## src/rtl/tx_word_scheduler.sv

```systemverilog
`default_nettype none
// ============================================================================
// tx_word_scheduler : queues 16-bit words, sends each high byte then low byte
// over a tx_start/tx_done byte UART; TX_CHECKSUM_EN adds an XOR checksum byte.
// Revision : 1.0
// ============================================================================
module tx_word_scheduler #(
  parameter int FIFO_DEPTH = 4,
  parameter int PTR_W      = 2
) (
  input  logic             clk,
  input  logic             rst,
  input  logic [15:0]      word_in,
  input  logic             word_valid,
  output logic             word_ready,
  input  logic             tx_done,
  output logic             tx_start,
  output logic [7:0]       tx_data,
  output logic             busy,
  output logic             overflow,
  output logic [PTR_W:0]   fifo_count
);

  localparam logic [PTR_W:0] DEPTH_C = (PTR_W + 1)'(FIFO_DEPTH);

  typedef enum logic [2:0] {
    S_IDLE     = 3'd0,
    S_LOAD     = 3'd1,
    S_START_HI = 3'd2,
    S_WAIT_HI  = 3'd3,
    S_START_LO = 3'd4,
    S_WAIT_LO  = 3'd5
`ifdef TX_CHECKSUM_EN
    ,
    S_START_CK = 3'd6,
    S_WAIT_CK  = 3'd7
`endif
  } state_t;

  state_t             state_q, state_d;
  logic [15:0]        mem [FIFO_DEPTH];
  logic [PTR_W-1:0]   wr_ptr_q, wr_ptr_d;
  logic [PTR_W-1:0]   rd_ptr_q, rd_ptr_d;
  logic [PTR_W:0]     count_q, count_d;
  logic [15:0]        word_q, word_d;
  logic [7:0]         tx_data_q, tx_data_d;
  logic               tx_start_q, tx_start_d;
  logic               overflow_q, overflow_d;
  logic               w_push, w_pop, w_full, w_nonempty;

  assign w_full     = (count_q == DEPTH_C);
  assign w_nonempty = (count_q != '0);
  assign w_push     = word_valid && !w_full;
  assign w_pop      = (state_q == S_LOAD) && w_nonempty;

  always_comb begin
    wr_ptr_d   = wr_ptr_q;
    rd_ptr_d   = rd_ptr_q;
    count_d    = count_q;
    overflow_d = overflow_q || (word_valid && w_full);
    if (w_push) wr_ptr_d = wr_ptr_q + 1'b1;
    if (w_pop)  rd_ptr_d = rd_ptr_q + 1'b1;
    if (w_push && !w_pop)      count_d = count_q + 1'b1;
    else if (!w_push && w_pop) count_d = count_q - 1'b1;
  end

  always_comb begin
    state_d   = state_q;
    word_d    = word_q;
    tx_data_d = tx_data_q;
    case (state_q)
      S_IDLE: if (w_nonempty) state_d = S_LOAD;
      S_LOAD: begin
        word_d    = mem[rd_ptr_q];
        tx_data_d = mem[rd_ptr_q][15:8];
        state_d   = S_START_HI;
      end
      // Leave START only once our own request has been taken by the TX.
      S_START_HI: if (tx_start_q && !tx_done) state_d = S_WAIT_HI;
      S_WAIT_HI: if (tx_done) begin
        tx_data_d = word_q[7:0];
        state_d   = S_START_LO;
      end
      S_START_LO: if (tx_start_q && !tx_done) state_d = S_WAIT_LO;
      S_WAIT_LO: if (tx_done) begin
`ifdef TX_CHECKSUM_EN
        tx_data_d = word_q[15:8] ^ word_q[7:0];
        state_d   = S_START_CK;
`else
        state_d   = w_nonempty ? S_LOAD : S_IDLE;
`endif
      end
`ifdef TX_CHECKSUM_EN
      S_START_CK: if (tx_start_q && !tx_done) state_d = S_WAIT_CK;
      S_WAIT_CK: if (tx_done) state_d = w_nonempty ? S_LOAD : S_IDLE;
`endif
      default: state_d = S_IDLE;
    endcase
  end

  // Request a byte only while the TX reports idle, so a frame already in
  // flight (e.g. after a reset) is never interrupted.
  always_comb begin
    tx_start_d = 1'b0;
    if (tx_done) begin
      if (state_d == S_START_HI || state_d == S_START_LO) tx_start_d = 1'b1;
`ifdef TX_CHECKSUM_EN
      if (state_d == S_START_CK) tx_start_d = 1'b1;
`endif
    end
  end

  always_ff @(posedge clk) begin
    if (w_push) mem[wr_ptr_q] <= word_in;
  end

  always_ff @(posedge clk) begin
    if (rst) begin
      state_q    <= S_IDLE;
      wr_ptr_q   <= '0;
      rd_ptr_q   <= '0;
      count_q    <= '0;
      word_q     <= '0;
      tx_data_q  <= '0;
      tx_start_q <= 1'b0;
      overflow_q <= 1'b0;
    end else begin
      state_q    <= state_d;
      wr_ptr_q   <= wr_ptr_d;
      rd_ptr_q   <= rd_ptr_d;
      count_q    <= count_d;
      word_q     <= word_d;
      tx_data_q  <= tx_data_d;
      tx_start_q <= tx_start_d;
      overflow_q <= overflow_d;
    end
  end

  assign word_ready = !w_full;
  assign tx_start   = tx_start_q;
  assign tx_data    = tx_data_q;
  assign busy       = (state_q != S_IDLE) || w_nonempty;
  assign overflow   = overflow_q;
  assign fifo_count = count_q;

endmodule
`default_nettype wire

```

## config.mk

```make
export PLATFORM = sky130hd
export DESIGN_NAME = tx_word_scheduler
export DESIGN_NICKNAME = d
export VERILOG_FILES = /design/src/rtl/tx_word_scheduler.sv
export SDC_FILE = /design/constraint.sdc
export NUM_CORES = 1
export LEC_CHECK = 0
export ABC_AREA = 1
export CELL_PAD_IN_SITES_DETAIL_PLACEMENT = 1
export CELL_PAD_IN_SITES_GLOBAL_PLACEMENT = 1
export CORE_MARGIN = 3
export CORE_UTILIZATION = 40
export CTS_BUF_LIST = sky130_fd_sc_hd__clkbuf_4
export CTS_CLUSTER_DIAMETER = 100
export CTS_CLUSTER_SIZE = 12
export DETAILED_ROUTE_END_ITERATION = 10
export PLACE_DENSITY = 0.7
export SLEW_MARGIN = 15
export SYNTH_ARGS = -nofsm -noshare
export SYNTH_HDL_FRONTEND = slang
export SYNTH_SLANG_ARGS = --single-unit
```

## constraint.sdc

```tcl
create_clock -name clk -period 3.5 [get_ports clk]
set_input_delay 0.525 -clock clk [delete_from_list [all_inputs] [get_ports clk]]
set_output_delay 0.525 -clock clk [all_outputs]
set_load 0.01 [all_outputs]
```

-- After elaboration in Yosys (flattened, before gate mapping)
Memory sizes are Yosys's and may differ from the RTL's. A register that Yosys moved wholly into a read port is not among the register bits.
Index checks and enable logic that the tools add are counted.
- add/subtract/negate cells: 4
- eq/ne operators: 9
- multiplexer cells: 16
- bitwise logic cells: 1
- reductions and logical operators: 20
- operator list (cell ; number):
    3-bit two-way mux ; 7
    3-bit case mux with 6 select lines ; 1
    8-bit case mux with 2 select lines ; 1
    3-bit equality test (second input constant) ; 4
    3-bit by 2-bit equality test with 1-bit output (second input constant) ; 3
    8-bit two-way mux ; 1
    1-bit logical AND ; 6
    3-bit nonzero test ; 2
    2-bit by 1-bit adder with 2-bit output (second input constant) ; 2
    1-bit logical NOT ; 4
    1-bit two-way mux ; 4
    2-bit two-way mux ; 2
    2-bit nonzero test ; 2
    3-bit by 1-bit adder with 3-bit output (second input constant) ; 1
    3-bit by 1-bit equality test with 1-bit output (second input constant) ; 1
    3-bit logical NOT ; 1
    1-bit logical OR ; 3
    3-bit by 1-bit subtractor with 3-bit output (second input constant) ; 1
    2-bit != test (second input constant) ; 1
    2-bit AND reduction ; 1
    2-bit OR reduction ; 1
    1-bit NOT ; 1
- flip-flop bits (word level): 28
- bits in writable memories: 64
- output and inout port bits: 15
- word-level logic and storage cells: 59
- memories kept: 1
- memories (memory ; depth ; bits a word ; read ports ; clocked after Yosys merged registers in ; wr ports ; RTL line ; source):
    mem ; 4 ; 16 ; 1 ; 1 ; 1 ; 41 ; logic [15:0] mem [FIFO_DEPTH];

-- Logic depth before layout (Yosys ltp)
- word-level depth: 7
- depth in mapped cells: 12
- depth with buffers taken out: 12

-- Worst setup path after synthesis
No wires, ideal clock.
- path type: register to register
- start: reg count_q[1] (netlist: fifo_count[1])
- end: mem mem[0][0], enable pin
- arrival time: 1.552 ns
- setup slack: 1.559 ns
- stages on the path, launching flop included: 5
- path buffers: 0
- period minus slack after synthesis: 1.941 ns
- path through: dfxtp_1 inv_1 nand3_1 nand2_1 nor2_1
- word-level cells in the longest chain between the ends: 5
- RTL lines (what ; RTL line ; source):
    from (decl) ; 44 ; logic [PTR_W:0] count_q, count_d;
    from (signal assigned) ; 131 ; count_q <= count_d;
    3-bit equality test ; 51 ; assign w_full = (count_q == DEPTH_C);
    1-bit logical NOT ; -- ;
    named net word_ready ; 15 ; output logic word_ready,
    1-bit logical AND ; 53 ; assign w_push = word_valid && !w_full;
    1-bit two-way mux ; 114 ; if (w_push) mem[wr_ptr_q] <= word_in;
    1-bit two-way mux (implied by the code) ; 114 ;
    to (decl) ; 41 ;
The timed path passes the listed nets, and every way through them passes these cells.

-- Worst setup path after layout
- start: reg state_q[0]
- end: out busy
- word-level cells in the longest chain between the ends: 2
- RTL lines (what ; RTL line ; source):
    from (decl) ; 40 ; state_t state_q, state_d;
    from (signal assigned) ; 128 ; state_q <= state_d;
    3-bit nonzero test ; 142 ; assign busy = (state_q != S_IDLE) || w_nonempty;
    1-bit logical OR ; 142 ;
    to (decl) ; 19 ; output logic busy,
Every way passes these cells.

==> key figures <==
STA
  – Post-route minimum period: roughly 2.5 ns
  – Final hold slack: approximately 0.46 ns
  – Fmax: between 400 and 500 MHz
  – Final worst-path cycle share: 0.7060
  – RSZ-0062 raised after global routing: no
  – Setup slack after layout: roughly 1.0 ns
  – Hold Fails Final Rpt: 0
  – Actual slew at the worst max-slew pin: slightly below 0.7 ns
  – Slew Viols, Final: 0
  – Final setup violation count: 0
  – Max_slew headroom: 0.5511
  – Setup Skew: a little over 0.02 ns
  – Setup TNS: 0 ns

Global routing
  – Largest net degree at the start of global routing: 33
  – Vias in the first global route: approximately 2800
  – Gr usage total: 0.1632
  – Global-route wire length before repair: 14170 um
  – Gr ovfl total: 0
  – Initial antenna violation count: 0

Power
  – Combinational power share: 0.325
  – Switching share of power: 0.3553
  – Cell Pwr Density: a little under 700 nW/um^2
  – Clock Power Share: 0.173
  – Leakage Power: 1.730 nW
  – Flop pwr share: 0.502
  – Psw: between 1 and 1.5 mW
  – Peak VDD IR: between 0.2 and 0.3 mV
  – Cell-internal power: 1.962 mW

Setup path
  – Max stage delay on crit path: approximately 0.48 ns
  – Delay-heaviest family, CP: simple AND/OR/NAND/NOR gates
  – Critical Path AT: 1.95 ns
  – Crit path max fanout: 6
  – Worst EP required: ~3.0 ns
  – Critical-path top delay cell: clkdlybuf4s50_1
  – CP Class: reg2out
  – Buf/Inv on CP: 1
  – CP startpoint kind: register
  – CP cell instances: nor2_1 > nand2_1 > or2_2 > clkdlybuf4s50_1
  – CP Capture Type: primary output

Synthesis
  – Synthesis Warnings: 0
  – Seq cells post-synth: 94
  – Yosys top cell area share: 0.4904
  – Synthesized area per cell: roughly 10 um^2
  – Syn Nets: around 400
  – Post-synthesis sequential area ratio: 0.6437
  – Synth area leader: edfxtp_1
  – Cells after synthesis: 385
  – Post-Syn Area: 3919 um^2
  – Top post-synthesis cells by area: edfxtp_1 49%, dfxtp_1 15%, nand2_1 6.2%
  – Post-synthesis cell type count: 26

CTS
  – CTS buffer count: 9
  – CTS clk-pin slew, worst paths: 0.15 ns
  – Hold_buf cts: 0
  – CTS Buffer Depth: 2
  – CTS H-tree lvls: 3
  – Post-CTS Repair Setup Buffers: 0
  – Root Driver: clkbuf_4
  – Clock latency at the later pin of the worst-skew pair: 0.43 ns
  – CTS sink count: between 90 and 100
  – CTS tree: done
  – Post-cts resize count: 0

Cells and area
  – Commonest non-fill, non-tap cell in the layout: nand2_1
  – Ant diodes: 0
  – Post-Layout Inst Area: between 4000 and 5000 um^2
  – Register cell area after layout: approximately 2500 um^2
  – Layout area overhead: 14.91%
  – Filler cells: 1089
  – Area of the multi-input gates: 1149 um^2
  – # nets final: approximately 450
  – Commonest cells after routing, fill and taps aside: 65 x nand2_1, 64 x edfxtp_1, 51 x nor2_1
  – Core Util, Final: 0.4805
  – Ratio of cells with drive above 1 in the final layout: 0.08920

Hold path
  – Min-delay worst type: reg2reg

Floorplanning
  – Total Die Area: 11020 um^2
  – Boundary pin count: 35
  – Core box area: 9371 um^2
  – Num rows: 35
  – Die height: 105.0 um
  – Initial Util: 0.4182
  – Die Wd: between 100 and 150 um

Routing
  – Via/cell ratio: 4.870
  – Via count: 2703
  – Initial DRC Count: ~110
  – ANT nets after route: 0
  – DRC Markers: 0
  – Routed wire length: between 8000 and 9000 um
  – Wire length per cell: ~15 um
  – First-pass DRT Iterations: 4

Status
  – Status: finished, final reports clean

Place
  – Area post-placement: about 4400 um^2
  – Pre-CTS setup slack: between 1 and 1.5 ns
  – Input/output buffers: 34
  – Final GP Congestion: between 0.7 and 0.8
  – Final HPWL DP: 5642 um

Flow run
  – Max-cap violations: 0
-- registers in the layout, summed over array words and instances, names as in the netlist, named ones only --
signal,cells
wr_ptr_q,2
rd_ptr_q,2
fifo_count,3
state_q,3
word_q,8
overflow,1
mem,64
tx_start,1
tx_data,8
-- synthesized netlist by cell type, drive strengths merged --
| cell type | n |
|---|---|
| nand4 | 3 |
| nand3 | 37 |
| inv | 41 |
| nor2 | 54 |
| nand3b | 9 |
| buf | 13 |
| nand2 | 67 |
| ha | 5 |
| o21ai | 24 |
| fa | 1 |
| xor2 | 1 |
| clkbuf | 3 |
| edfxtp | 64 |
| a21oi | 32 |
| dfxtp | 30 |
| or2 | 1 |
-- final timing paths --
check	from	end	slack, ns	cells past startpoint
worst max-delay path	state_q[0]$_SDFF_PP0_	busy	1.03	4
worst min-delay path	overflow$_SDFF_PP0_	overflow$_SDFF_PP0_	0.46	2
worst max register to register	state_q[1]$_SDFF_PP0_	fifo_count[2]$_SDFFE_PP0P_	1.30	12
worst min register to register	overflow$_SDFF_PP0_	overflow$_SDFF_PP0_	0.46	2
-- layout make-up --
class / count / share of cell area
clock buffers: 10 / 0.01667
inverters: 41 / 0.03473
repair buffers: 41 / 0.08725
well taps: 129 / 0.03584
multi-input cells: 234 / 0.2551
flip-flops and latches: 94 / 0.5602
clock inverters: 6 / 0.01028
-- stage by stage --
step | cells | power [mW]
finish | 555 | 3.044
global route | 555 | 3.282
CTS | 555 | 3.084
detailed placement | 539 | 2.558
global placement | 539 | 2.516
floorplan | 385 | 2.180
-- routing by layer --
| layer | GRT usage | part of all wire | vias to the layer above |
|---|---|---|---|
| met5 | 0 | 0 | - |
| met4 | 0.05061 | 0.013 | 0 |
| met1 | 0.2159 | 0.47 | 1290 |
| met2 | 0.2718 | 0.48 | 47 |
| li1 | - | - | 1355 |
| met3 | 0.03027 | 0.038 | 11 |
-- worst reg2reg max path, delay by kind of cell (launching register included) --
family,cells,cell delay (ns)
simple gates,5,0.60
fa+ha+maj,2,0.57
flops,1,0.53
buf+inv,3,0.26
compound gates,2,0.22
-- kinds of logic (layout without fill, tap and decap cells) --
logic type      count (synthesis)  count (layout)  synth area share
fa+ha+maj                       6               6           0.02107
compound gates                 56              56           0.07344
xor+xnor                        1               1          0.002235
simple gates                  171             171            0.1964
flops                          94              94            0.6437
buf+inv                        57              98           0.06322
-- power by group through the flow --
stage	Clock, mW	Sequential [mW]	Combinational [mW]
floorplan	0	1.54	0.642
global placement	0	1.55	0.967
detailed placement	0	1.56	1.00
CTS	0.547	1.53	1.01
global route	0.592	1.56	1.13
finish	0.527	1.53	0.990
(Power assumes the default switching activity.)
